[src/rtl/aes_pkg.sv]
// ---------------------------------------------------------------------------
// aes_pkg
// Shared definitions for the AES control blocks.
//   AES_NR128/192/256 : round counts for the three AES key sizes
//   AES_RW            : default width of round index / key-store address
//   state_e           : inverse-cipher controller states
// ---------------------------------------------------------------------------
package aes_pkg;

  localparam int AES_NR128 = 10;
  localparam int AES_NR192 = 12;
  localparam int AES_NR256 = 14;

  localparam int AES_RW = 4;

  typedef enum logic [2:0] {
    IDLE    = 3'd0,
    KEYEXP  = 3'd1,
    INIT_AR = 3'd2,
    MAIN    = 3'd3,
    FINAL   = 3'd4,
    DONE    = 3'd5
  } state_e;

endpackage

[src/rtl/aes_inv_cntx_if.sv]
// ---------------------------------------------------------------------------
// aes_inv_cntx_if
// Handshake and datapath-control bundle of the inverse-cipher controller.
//   slave  modport : the controller (takes start/key_new/out_ack, drives rest)
//   master modport : the requester / consumer side
// ---------------------------------------------------------------------------
interface aes_inv_cntx_if
  import aes_pkg::*;
#(
  parameter int RW = AES_RW
) ();

  logic          start;
  logic          key_new;
  logic          out_ack;
  logic          accept;
  logic          busy;
  logic          key_wr_en;
  logic [RW-1:0] key_addr;
  logic [RW-1:0] rndNo;
  logic          enbISR;
  logic          enbISB;
  logic          enbAR;
  logic          enbIMC;
  logic          enbKX;
  logic          done;
  logic [RW-1:0] completed_round;

  modport slave (
    input  start, key_new, out_ack,
    output accept, busy, key_wr_en, key_addr, rndNo,
           enbISR, enbISB, enbAR, enbIMC, enbKX, done, completed_round
  );

  modport master (
    output start, key_new, out_ack,
    input  accept, busy, key_wr_en, key_addr, rndNo,
           enbISR, enbISB, enbAR, enbIMC, enbKX, done, completed_round
  );

endinterface

[src/rtl/aes_inv_rnd_cnt.sv]
// ---------------------------------------------------------------------------
// aes_inv_rnd_cnt
// Loadable up/down round counter shared by key expansion (counts up) and
// the inverse rounds (count down).
//   clk, rstn     : clock, asynchronous active-low reset (counter -> 0)
//   load_i/val_i  : load a new value (has priority over up/down)
//   up_i, down_i  : increment / decrement
//   cnt_o         : current count
//   tc_nr_o       : count equals NR
//   tc_one_o      : count equals 1
// ---------------------------------------------------------------------------
module aes_inv_rnd_cnt #(
  parameter int NR = 10,
  parameter int RW = 4
) (
  input  logic          clk,
  input  logic          rstn,
  input  logic          load_i,
  input  logic [RW-1:0] load_val_i,
  input  logic          up_i,
  input  logic          down_i,
  output logic [RW-1:0] cnt_o,
  output logic          tc_nr_o,
  output logic          tc_one_o
);

  localparam logic [RW-1:0] NR_V  = RW'(NR);
  localparam logic [RW-1:0] ONE_V = RW'(1);

  logic [RW-1:0] cnt_q, cnt_d;

  always_comb begin
    cnt_d = cnt_q;
    if (load_i)      cnt_d = load_val_i;
    else if (up_i)   cnt_d = cnt_q + ONE_V;
    else if (down_i) cnt_d = cnt_q - ONE_V;
  end

  always_ff @(posedge clk or negedge rstn) begin
    if (!rstn) cnt_q <= '0;
    else       cnt_q <= cnt_d;
  end

  assign cnt_o    = cnt_q;
  assign tc_nr_o  = (cnt_q == NR_V);
  assign tc_one_o = (cnt_q == ONE_V);

endmodule

[src/rtl/aes_inv_cntx.sv]
// ---------------------------------------------------------------------------
// aes_inv_cntx
// Control FSM of the AES inverse cipher. A start request first runs the
// forward key expansion (round keys 1..NR written into the key store), then
// the initial AddRoundKey with key NR, NR-1 inverse main rounds reading keys
// NR-1..1, and the final inverse round with key 0. done is held until
// out_ack. Dropping start before DONE aborts back to IDLE.
//   clk, rstn : clock, asynchronous active-low reset
//   bus       : aes_inv_cntx_if.slave (start/key_new/out_ack in; accept,
//               busy, stage enables, key-store addressing, done,
//               completed_round out)
// Optional build macro AES_INV_KEYCACHE_EN: remembers that the key store
// holds a complete schedule and, when key_new=0, skips KEYEXP.
// ---------------------------------------------------------------------------
module aes_inv_cntx
  import aes_pkg::*;
#(
  parameter int NR = AES_NR128,
  parameter int RW = AES_RW
) (
  input  logic           clk,
  input  logic           rstn,
  aes_inv_cntx_if.slave  bus
);

  localparam logic [RW-1:0] NR_V    = RW'(NR);
  localparam logic [RW-1:0] NR_M1_V = RW'(NR - 1);
  localparam logic [RW-1:0] ONE_V   = RW'(1);

  state_e        state_q, state_d;
  logic [RW-1:0] cr_q;
  logic          cr_clr, cr_inc;
  logic          cnt_load, cnt_up, cnt_dn;
  logic [RW-1:0] cnt_val, cnt;
  logic          tc_nr, tc_one;
  logic          kc_set, kc_clr, skip_kx;

  aes_inv_rnd_cnt #(.NR(NR), .RW(RW)) u_cnt (
    .clk        (clk),
    .rstn       (rstn),
    .load_i     (cnt_load),
    .load_val_i (cnt_val),
    .up_i       (cnt_up),
    .down_i     (cnt_dn),
    .cnt_o      (cnt),
    .tc_nr_o    (tc_nr),
    .tc_one_o   (tc_one)
  );

`ifdef AES_INV_KEYCACHE_EN
  logic kc_vld_q;

  always_ff @(posedge clk or negedge rstn) begin
    if (!rstn)       kc_vld_q <= 1'b0;
    else if (kc_clr) kc_vld_q <= 1'b0;
    else if (kc_set) kc_vld_q <= 1'b1;
  end

  assign skip_kx = kc_vld_q && !bus.key_new;
`else
  logic unused_kc;
  assign unused_kc = kc_set ^ kc_clr ^ bus.key_new;
  assign skip_kx   = 1'b0;
`endif

  // State register
  always_ff @(posedge clk or negedge rstn) begin
    if (!rstn) state_q <= IDLE;
    else       state_q <= state_d;
  end

  // completed_round counts every edge leaving a datapath state, including an
  // abort edge, so a partial operation reports how far it got.
  always_ff @(posedge clk or negedge rstn) begin
    if (!rstn)       cr_q <= '0;
    else if (cr_clr) cr_q <= '0;
    else if (cr_inc) cr_q <= cr_q + ONE_V;
  end

  // Next state and counter control
  always_comb begin
    state_d  = state_q;
    cnt_load = 1'b0;
    cnt_val  = '0;
    cnt_up   = 1'b0;
    cnt_dn   = 1'b0;
    cr_clr   = 1'b0;
    cr_inc   = 1'b0;
    kc_set   = 1'b0;
    kc_clr   = 1'b0;
    unique case (state_q)
      IDLE: begin
        if (bus.start) begin
          cr_clr   = 1'b1;
          cnt_load = 1'b1;
          if (skip_kx) begin
            state_d = INIT_AR;
            cnt_val = NR_V;
          end else begin
            state_d = KEYEXP;
            cnt_val = ONE_V;
          end
        end
      end
      KEYEXP: begin
        if (!bus.start) begin
          state_d = IDLE;
          kc_clr  = 1'b1;   // key store only partially rewritten
        end else if (tc_nr) begin
          state_d = INIT_AR; // counter already sits at NR
          kc_set  = 1'b1;
        end else begin
          cnt_up = 1'b1;
        end
      end
      INIT_AR: begin
        cr_inc = 1'b1;
        if (!bus.start) begin
          state_d = IDLE;
        end else begin
          state_d  = MAIN;
          cnt_load = 1'b1;
          cnt_val  = NR_M1_V;
        end
      end
      MAIN: begin
        cr_inc = 1'b1;
        if (!bus.start) begin
          state_d = IDLE;
        end else if (tc_one) begin
          state_d  = FINAL;
          cnt_load = 1'b1;
          cnt_val  = '0;
        end else begin
          cnt_dn = 1'b1;
        end
      end
      FINAL: begin
        cr_inc = 1'b1;
        if (!bus.start) state_d = IDLE;
        else            state_d = DONE;
      end
      DONE: begin
        if (bus.out_ack) state_d = IDLE;
      end
      default: state_d = IDLE;
    endcase
  end

  // Moore output decode
  logic          accept, busy, key_wr_en, done;
  logic          enb_isr, enb_isb, enb_ar, enb_imc, enb_kx;
  logic [RW-1:0] key_addr;

  always_comb begin
    accept    = 1'b0;
    busy      = 1'b1;
    key_wr_en = 1'b0;
    key_addr  = '0;
    enb_isr   = 1'b0;
    enb_isb   = 1'b0;
    enb_ar    = 1'b0;
    enb_imc   = 1'b0;
    enb_kx    = 1'b0;
    done      = 1'b0;
    unique case (state_q)
      IDLE: begin
        accept = 1'b1;
        busy   = 1'b0;
      end
      KEYEXP: begin
        key_wr_en = 1'b1;
        enb_kx    = 1'b1;
        key_addr  = cnt;
      end
      INIT_AR: begin
        enb_ar   = 1'b1;
        key_addr = NR_V;
      end
      MAIN: begin
        enb_isr  = 1'b1;
        enb_isb  = 1'b1;
        enb_ar   = 1'b1;
        enb_imc  = 1'b1;
        key_addr = cnt;
      end
      FINAL: begin
        enb_isr = 1'b1;
        enb_isb = 1'b1;
        enb_ar  = 1'b1;
      end
      DONE: done = 1'b1;
      default: begin
        accept = 1'b0;
        busy   = 1'b1;
      end
    endcase
  end

  assign bus.accept          = accept;
  assign bus.busy            = busy;
  assign bus.key_wr_en       = key_wr_en;
  assign bus.key_addr        = key_addr;
  assign bus.rndNo           = key_addr;
  assign bus.enbISR          = enb_isr;
  assign bus.enbISB          = enb_isb;
  assign bus.enbAR           = enb_ar;
  assign bus.enbIMC          = enb_imc;
  assign bus.enbKX           = enb_kx;
  assign bus.done            = done;
  assign bus.completed_round = cr_q;

endmodule

[src/flat_wrapper.sv]
// flat-port wrapper written by rule: the top's interface ports become plain ports
module aes_inv_cntx_flat import aes_pkg::*;
#(
  parameter int NR = AES_NR128,
  parameter int RW = AES_RW
)
  (clk, rstn, bus_start, bus_key_new, bus_out_ack, bus_accept, bus_busy, bus_key_wr_en, bus_key_addr, bus_rndNo, bus_enbISR, bus_enbISB, bus_enbAR, bus_enbIMC, bus_enbKX, bus_done, bus_completed_round);
  aes_inv_cntx_if #(.RW(RW)) bus_i ();
  input  logic clk;
  input  logic rstn;
  input wire logic [$bits(bus_i.start)-1:0] bus_start;
  input wire logic [$bits(bus_i.key_new)-1:0] bus_key_new;
  input wire logic [$bits(bus_i.out_ack)-1:0] bus_out_ack;
  output wire logic [$bits(bus_i.accept)-1:0] bus_accept;
  output wire logic [$bits(bus_i.busy)-1:0] bus_busy;
  output wire logic [$bits(bus_i.key_wr_en)-1:0] bus_key_wr_en;
  output wire logic [$bits(bus_i.key_addr)-1:0] bus_key_addr;
  output wire logic [$bits(bus_i.rndNo)-1:0] bus_rndNo;
  output wire logic [$bits(bus_i.enbISR)-1:0] bus_enbISR;
  output wire logic [$bits(bus_i.enbISB)-1:0] bus_enbISB;
  output wire logic [$bits(bus_i.enbAR)-1:0] bus_enbAR;
  output wire logic [$bits(bus_i.enbIMC)-1:0] bus_enbIMC;
  output wire logic [$bits(bus_i.enbKX)-1:0] bus_enbKX;
  output wire logic [$bits(bus_i.done)-1:0] bus_done;
  output wire logic [$bits(bus_i.completed_round)-1:0] bus_completed_round;
  assign bus_i.start = bus_start;
  assign bus_i.key_new = bus_key_new;
  assign bus_i.out_ack = bus_out_ack;
  assign bus_accept = bus_i.accept;
  assign bus_busy = bus_i.busy;
  assign bus_key_wr_en = bus_i.key_wr_en;
  assign bus_key_addr = bus_i.key_addr;
  assign bus_rndNo = bus_i.rndNo;
  assign bus_enbISR = bus_i.enbISR;
  assign bus_enbISB = bus_i.enbISB;
  assign bus_enbAR = bus_i.enbAR;
  assign bus_enbIMC = bus_i.enbIMC;
  assign bus_enbKX = bus_i.enbKX;
  assign bus_done = bus_i.done;
  assign bus_completed_round = bus_i.completed_round;
  aes_inv_cntx #(.NR(NR), .RW(RW)) u_core (.clk(clk), .rstn(rstn), .bus(bus_i));
endmodule
[config.mk]
export PLATFORM = sky130hd
export DESIGN_NAME = aes_inv_cntx_flat
export DESIGN_NICKNAME = d
export VERILOG_FILES = /design/src/rtl/aes_pkg.sv /design/src/rtl/aes_inv_cntx_if.sv /design/src/rtl/aes_inv_rnd_cnt.sv /design/src/rtl/aes_inv_cntx.sv /design/src/flat_wrapper.sv
export SDC_FILE = /design/constraint.sdc
export NUM_CORES = 1
export LEC_CHECK = 0
export CAP_MARGIN = 25
export CORE_MARGIN = 5
export CORE_UTILIZATION = 48
export CTS_CLUSTER_DIAMETER = 120
export DETAILED_ROUTE_END_ITERATION = 7
export GPL_TIMING_DRIVEN = 0
export PLACE_DENSITY = 0.89
export SYNTH_ARGS = -nofsm -noshare
export SYNTH_HDL_FRONTEND = slang
export SYNTH_SLANG_ARGS = --single-unit
export TNS_END_PERCENT = 10
[constraint.sdc]
create_clock -name clk -period 2.2 [get_ports clk]
set_input_delay 0.44 -clock clk [delete_from_list [all_inputs] [get_ports clk]]
set_output_delay 0.44 -clock clk [all_outputs]
set_load 0.005 [all_outputs]
## Word-level counts from Yosys, hierarchy flattened

Index checks and enable logic that the tools add are counted.

| cells by class | value |
|---|---|
| add/subtract/negate cells | 3 |
| multipliers | 0 |
| divide/modulo/power cells | 0 |
| order comparisons | 0 |
| equality and inequality tests | 11 |
| shift operators | 0 |
| multiplexer cells | 36 |
| bitwise gates (word level) | 0 |
| reduce and logical (&&, ||, !) cells | 8 |

Operators with widths:

| operator | number |
|---|---|
| $mux W4 | 6 |
| $mux W3 | 7 |
| $mux W1 | 18 |
| $pmux W3 S6 | 1 |
| $pmux W4 S2 | 2 |
| $add A4 B1 Y4 const B | 2 |
| $eq A3 B2 Y1 const B | 2 |
| $eq A3 B3 Y1 const B | 2 |
| $ne A3 B2 Y1 const B | 2 |
| $reduce_or A2 Y1 | 3 |
| $eq A4 B1 Y1 const B | 1 |
| $eq A4 B4 Y1 const B | 1 |
| $ne A2 B2 Y1 const B | 2 |
| $reduce_and A4 Y1 | 1 |
| $sub A4 B1 Y4 const B | 1 |
| $eq A3 B1 Y1 const B | 1 |
| $logic_not A3 Y1 | 1 |
| $reduce_bool A3 Y1 | 1 |
| $reduce_or A3 Y1 | 1 |
| $mux W2 | 1 |
| $pmux W1 S2 | 1 |
| $reduce_bool A2 Y1 | 1 |

| word-level totals | value |
|---|---|
| bits in registers | 11 |
| latch bits | 0 |
| RAM bits | 0 |
| ROM bits | 0 |
| input port bits | 5 |
| output and inout port bits | 21 |
| logic and storage cells | 61 |
| memories kept | 0 |

## Depth between registers and ports, before layout

| depth | value |
|---|---|
| word-level depth | 7 |
| gate-level depth with buffers | 7 |
| mapped depth without buffers | 6 |

## Cells and area by module

From an unflattened synthesis, not the netlist that was laid out.

| unflattened totals | value |
|---|---|
| cell total of the unflattened synthesis | 121 |
| area, all modules | 982.2 um^2 |

By module, submodules not included:

| module | instances | cells each | area each (um^2) |
|---|---|---|---|
| aes_inv_cntx | 1 | 82 | 651.9 |
| aes_inv_rnd_cnt | 1 | 39 | 330.3 |

## Worst setup path after synthesis

No wires, ideal clock.

| timing | value |
|---|---|
| kind | register -> register |
| from | reg u_core.u_cnt.cnt_q[0] (netlist: u_core.u_cnt.cnt_o[0]) |
| to | reg u_core.u_cnt.cnt_q[3] (netlist: u_core.u_cnt.cnt_o[3]) |
| library setup time | 0.120 ns |
| data arrival time | 1.462 ns |
| required time | 2.080 ns |
| path slack | 0.618 ns |
| stages on the path, launching flop included | 8 |
| buffers on the path | 1 |
| period minus slack after synthesis | 1.582 ns |
| cells stage by stage | dfrtp_1 -> inv_1 -> ha_1 -> and3b_1 -> buf_6 -> o31ai_4 -> nand3_1 -> a31o_1 |

| on the way | value |
|---|---|
| cells in the longest elaborated chain, start to end | 6 |
| elaborated cells on any way between the ends | 17 |

RTL lines:

| what | line | text |
|---|---|---|
| start: declaration | aes_inv_rnd_cnt.sv:30 | `logic [RW-1:0] cnt_q, cnt_d;` |
| start signal: assignment | aes_inv_rnd_cnt.sv:41 | `else cnt_q <= cnt_d;` |
| $eq A4 B4 Y1 | aes_inv_rnd_cnt.sv:45 | `assign tc_nr_o = (cnt_q == NR_V);` |
| $mux W1 | aes_inv_cntx.sv:109 | `end else if (tc_nr) begin` |
| $mux W1 | aes_inv_cntx.sv:106 | `if (!bus.start) begin` |
| $mux W1 | aes_inv_cntx.sv:91 | `unique case (state_q)` |
| $mux W4 | aes_inv_rnd_cnt.sv:35 | `else if (up_i) cnt_d = cnt_q + ONE_V;` |
| $mux W4 | aes_inv_rnd_cnt.sv:34 | `if (load_i) cnt_d = load_val_i;` |

Several ways; a longest one is shown, not always the timed one. The select of a mux whose other input is x is not followed.
A chain may end at the register's enable or synchronous reset.

## Worst setup path after layout

| timing | value |
|---|---|
| from | reg u_core.state_q[1] |
| to | out bus_accept |

| on the way | value |
|---|---|
| cells in the longest elaborated chain, start to end | 2 |

RTL lines:

| what | line | text |
|---|---|---|
| start: declaration | aes_inv_cntx.sv:30 | `state_e state_q, state_d;` |
| start signal: assignment | aes_inv_cntx.sv:69 | `else state_q <= state_d;` |
| $logic_not A3 Y1 | aes_inv_cntx.sv:166 | `unique case (state_q)` |
| $mux W1 | aes_inv_cntx.sv:166 |  |
| end: declaration | flat_wrapper.sv:14 | `output wire logic [$bits(bus_i.accept)-1:0] bus_accept;` |

Every way passes these cells.

==> results.toml <==
[synthesis]
synth_area_um2 = 1010
syn_area_per_cell_um2 = 8.53
synth_top_area_frac = 0.271
synthFlopType = "dfrtp_1"
yosys.area.top_type = "dfrtp_1"
syn-num-nets = 129
syn_inst = 119
synth_edf_count = 0
yosysWarnings = 0
synth_common_cells = "dfrtp_1 (11), a21oi_1 (10), buf_4 (8), nor2_1 (8), nor3_1 (7)"
yosysMostFrequentCell = "dfrtp_1"
synthTopCellsByArea = "dfrtp_1 (27%), ha_1 (6.2%), buf_4 (5.9%)"
async_reset_ff_frac = 1.00
synthDistinctLibCells = 44
yosysSeqAreaShare = 0.271
ys_ff_latch = 11

[grt]
antenna_found_initial = 0
grt_overflow_total = 0
grt_use_total = 0.187
grt_pass1_wl_um = 4710
grt_max_degree = 12
first_global_vias = 1048

[setup_path]
crit_slowest_cell = "clkdlybuf4s50_1"
worst_setup_path_end_kind = "output port"
path_max_fanout = 10
cp.arrival_ps = 1750
crit_type = "reg2out"
cp_cell_sequence = "buf_2 > nor3_2 > clkdlybuf4s50_1"
max_stage_delay_ps = 540
critPathLaunchType = "flop"
r2r_cells = 7
worstPathRequired_ps = 1760

[routing]
firstDrtPassIters = 4
drt_wl_total_um = 2910
drc_errors = 0
vias = 1052
ant_nets = 0
routed_via_density = 5.91
first_iter_violations = 69
wl_per_cell_um = 16.3

[timing]
finalCritPeriodShare = 0.995
setup_ws_ps = 10.6
finalSetupTns_ps = 0
grt_setup_unrepaired = "true"
relSlewSlack = 0.634
fin_skew_ps = 5.74
setup_violations = 0
hold_viol_final = 0
fmax_mhz = 457
worst_pin_slew_ps = 548
post-route-min-period_ps = 2190
maxSlewViolCount = 0

[cells_and_area]
syn_to_final_growth_pct = 40.0
multiInputGateArea_um2 = 676
fin_util = 0.717
fillers = 140
finalNetCount = 162
drive_gt1_frac = 0.291
num_antenna_cells = 0
seq_area_um2 = 278
final_area_um2 = 1420

[floorplanning]
start_util = 0.512
chipWidth_um = 56.0
ioPinCount = 26
row_count = 16
design.die.area_um2 = 3130
die_h_um = 56.0
core-area_um2 = 1980

[power]
power.density_nw_per_um2 = 1040
peakVddDrop_mv = 0.628
finalPower_uw = 1470
p_leak_uw = 0.000663

[clock_tree]
cts-hold-fix-buffers = 0
root_buffer = "clkbuf_4"
cts.sinks = 11
clkTransAtPathRegs_ps = 80
cts_buffers = 3
clock_path_buffers = 2
cts.htree.levels = 1
cts_tree = "built"
clk-insertion-delay-late_ps = 280

[placed_design]
hpwl_um = 2060
place_ws_ps = 46.9
io_buffer_count = 24
dpl-instance-area_um2 = 1290
gp_congestion = 0.912

[run_status]
status = "finished clean"

[min_path]
worstHoldPathType = "in2async"

[flow_run]
cap_violations = 0
metrics by stage:
| step | instances | hold slack (ps) |
|---|---|---|
| finish | 178 | 510 |
| global route | 178 | 547 |
| CTS | 175 | 528 |
| detailed placement | 170 | 699 |
| global placement | 170 | 680 |
| floorplan | 119 | 144 |
layout by cell type (no fill, tap or decap), types with 2 or more instances in the layout:
cell | synthesis | routed
and2_1 | 2 | 2
dfrtp_1 | 11 | 9
nand3_1 | 2 | 2
clkdlybuf4s50_1 | 0 | 19
nand4_1 | 2 | 2
a21oi_1 | 10 | 8
o22ai_1 | 5 | 4
a21o_1 | 2 | 2
nand2_1 | 6 | 5
nor2_1 | 8 | 7
dfrtp_2 | 0 | 2
nor2b_1 | 3 | 3
nor4_1 | 2 | 2
ha_1 | 5 | 5
buf_2 | 3 | 2
o21ai_0 | 2 | 2
dlymetal6s2s_1 | 0 | 2
a211oi_1 | 2 | 2
a21oi_2 | 0 | 2
nor3_2 | 1 | 2
and4bb_2 | 2 | 2
nor3_1 | 7 | 6
buf_6 | 1 | 4
mux2i_1 | 3 | 3
buf_4 | 8 | 12
clkbuf_4 | 0 | 3
nand2b_4 | 0 | 2
inv_1 | 6 | 5
and3b_1 | 2 | 2
layout make-up:
type | count | share of cell area
inverter | 6 | 0.0159
clock buffer | 4 | 0.0185
buffer | 13 | 0.0802
multi-input combinational | 89 | 0.476
sequential | 11 | 0.196
tap | 27 | 0.0238
timing repair buffer | 28 | 0.190
logic make-up (layout without fill, tap and decap cells):
logic type	count (synthesis)	count (layout)	share of synthesized area
and+or+nand+nor	48	48	0.292
AOI/OAI and AO/OA	31	31	0.215
buffers and inverters	19	51	0.111
DFF	11	11	0.271
adders and majority gates	5	5	0.0617
muxes	4	4	0.0407
xor gates and xnor gates	1	1	0.00863
routing by layer:
metal  global-route usage  wire length [um]  part of all wire  vias up
li1                     -                 -                 -      497
met1                0.211              1140              0.39      492
met2                0.317              1470              0.51       56
met3               0.0487               228             0.078        7
met4                0.102                64             0.022        0
met5                    0                 0                 0        -
flip-flops by register name (all words and copies together), names as in the netlist:
signal	cells
u_core.bus.completed_round	4
u_core.u_cnt.cnt_o	4
u_core.state_q	3
worst paths after layout:
path                                               start                       endpoint  slack (ps)
min                                                 rstn          u_core.u_cnt.cnt_o[3]         510
max                                    u_core.state_q[1]                     bus_accept          10
max in group asynchronous                           rstn              u_core.state_q[1]        1290
min in group clk           u_core.bus.completed_round[2]  u_core.bus.completed_round[2]         720
min reg2reg                u_core.bus.completed_round[2]  u_core.bus.completed_round[2]         720
max reg2reg                        u_core.u_cnt.cnt_o[0]          u_core.u_cnt.cnt_o[3]         430
report_power, final:
group	switching, uW	internal (uW)
Clock	76.6	70.5
Combinational	393	565
Sequential	109	258
timing repair:
| item | 4_1_cts | 5_1_grt |
|---|---|---|
| resized for setup | 9 | 20 |
| setup buffers | 1 | 2 |
| pin swaps | 0 | 2 |
| cloned | 0 | 1 |
| setup endpoints to repair | 14 | 14 |
worst max-delay path: cells and delay by family, from the launching register on:
kind | cells | cell delay [ps]
buffers and inverters | 2 | 760
DFF | 1 | 480
and+or+nand+nor | 1 | 230
Power figures use the tool's default switching activity.
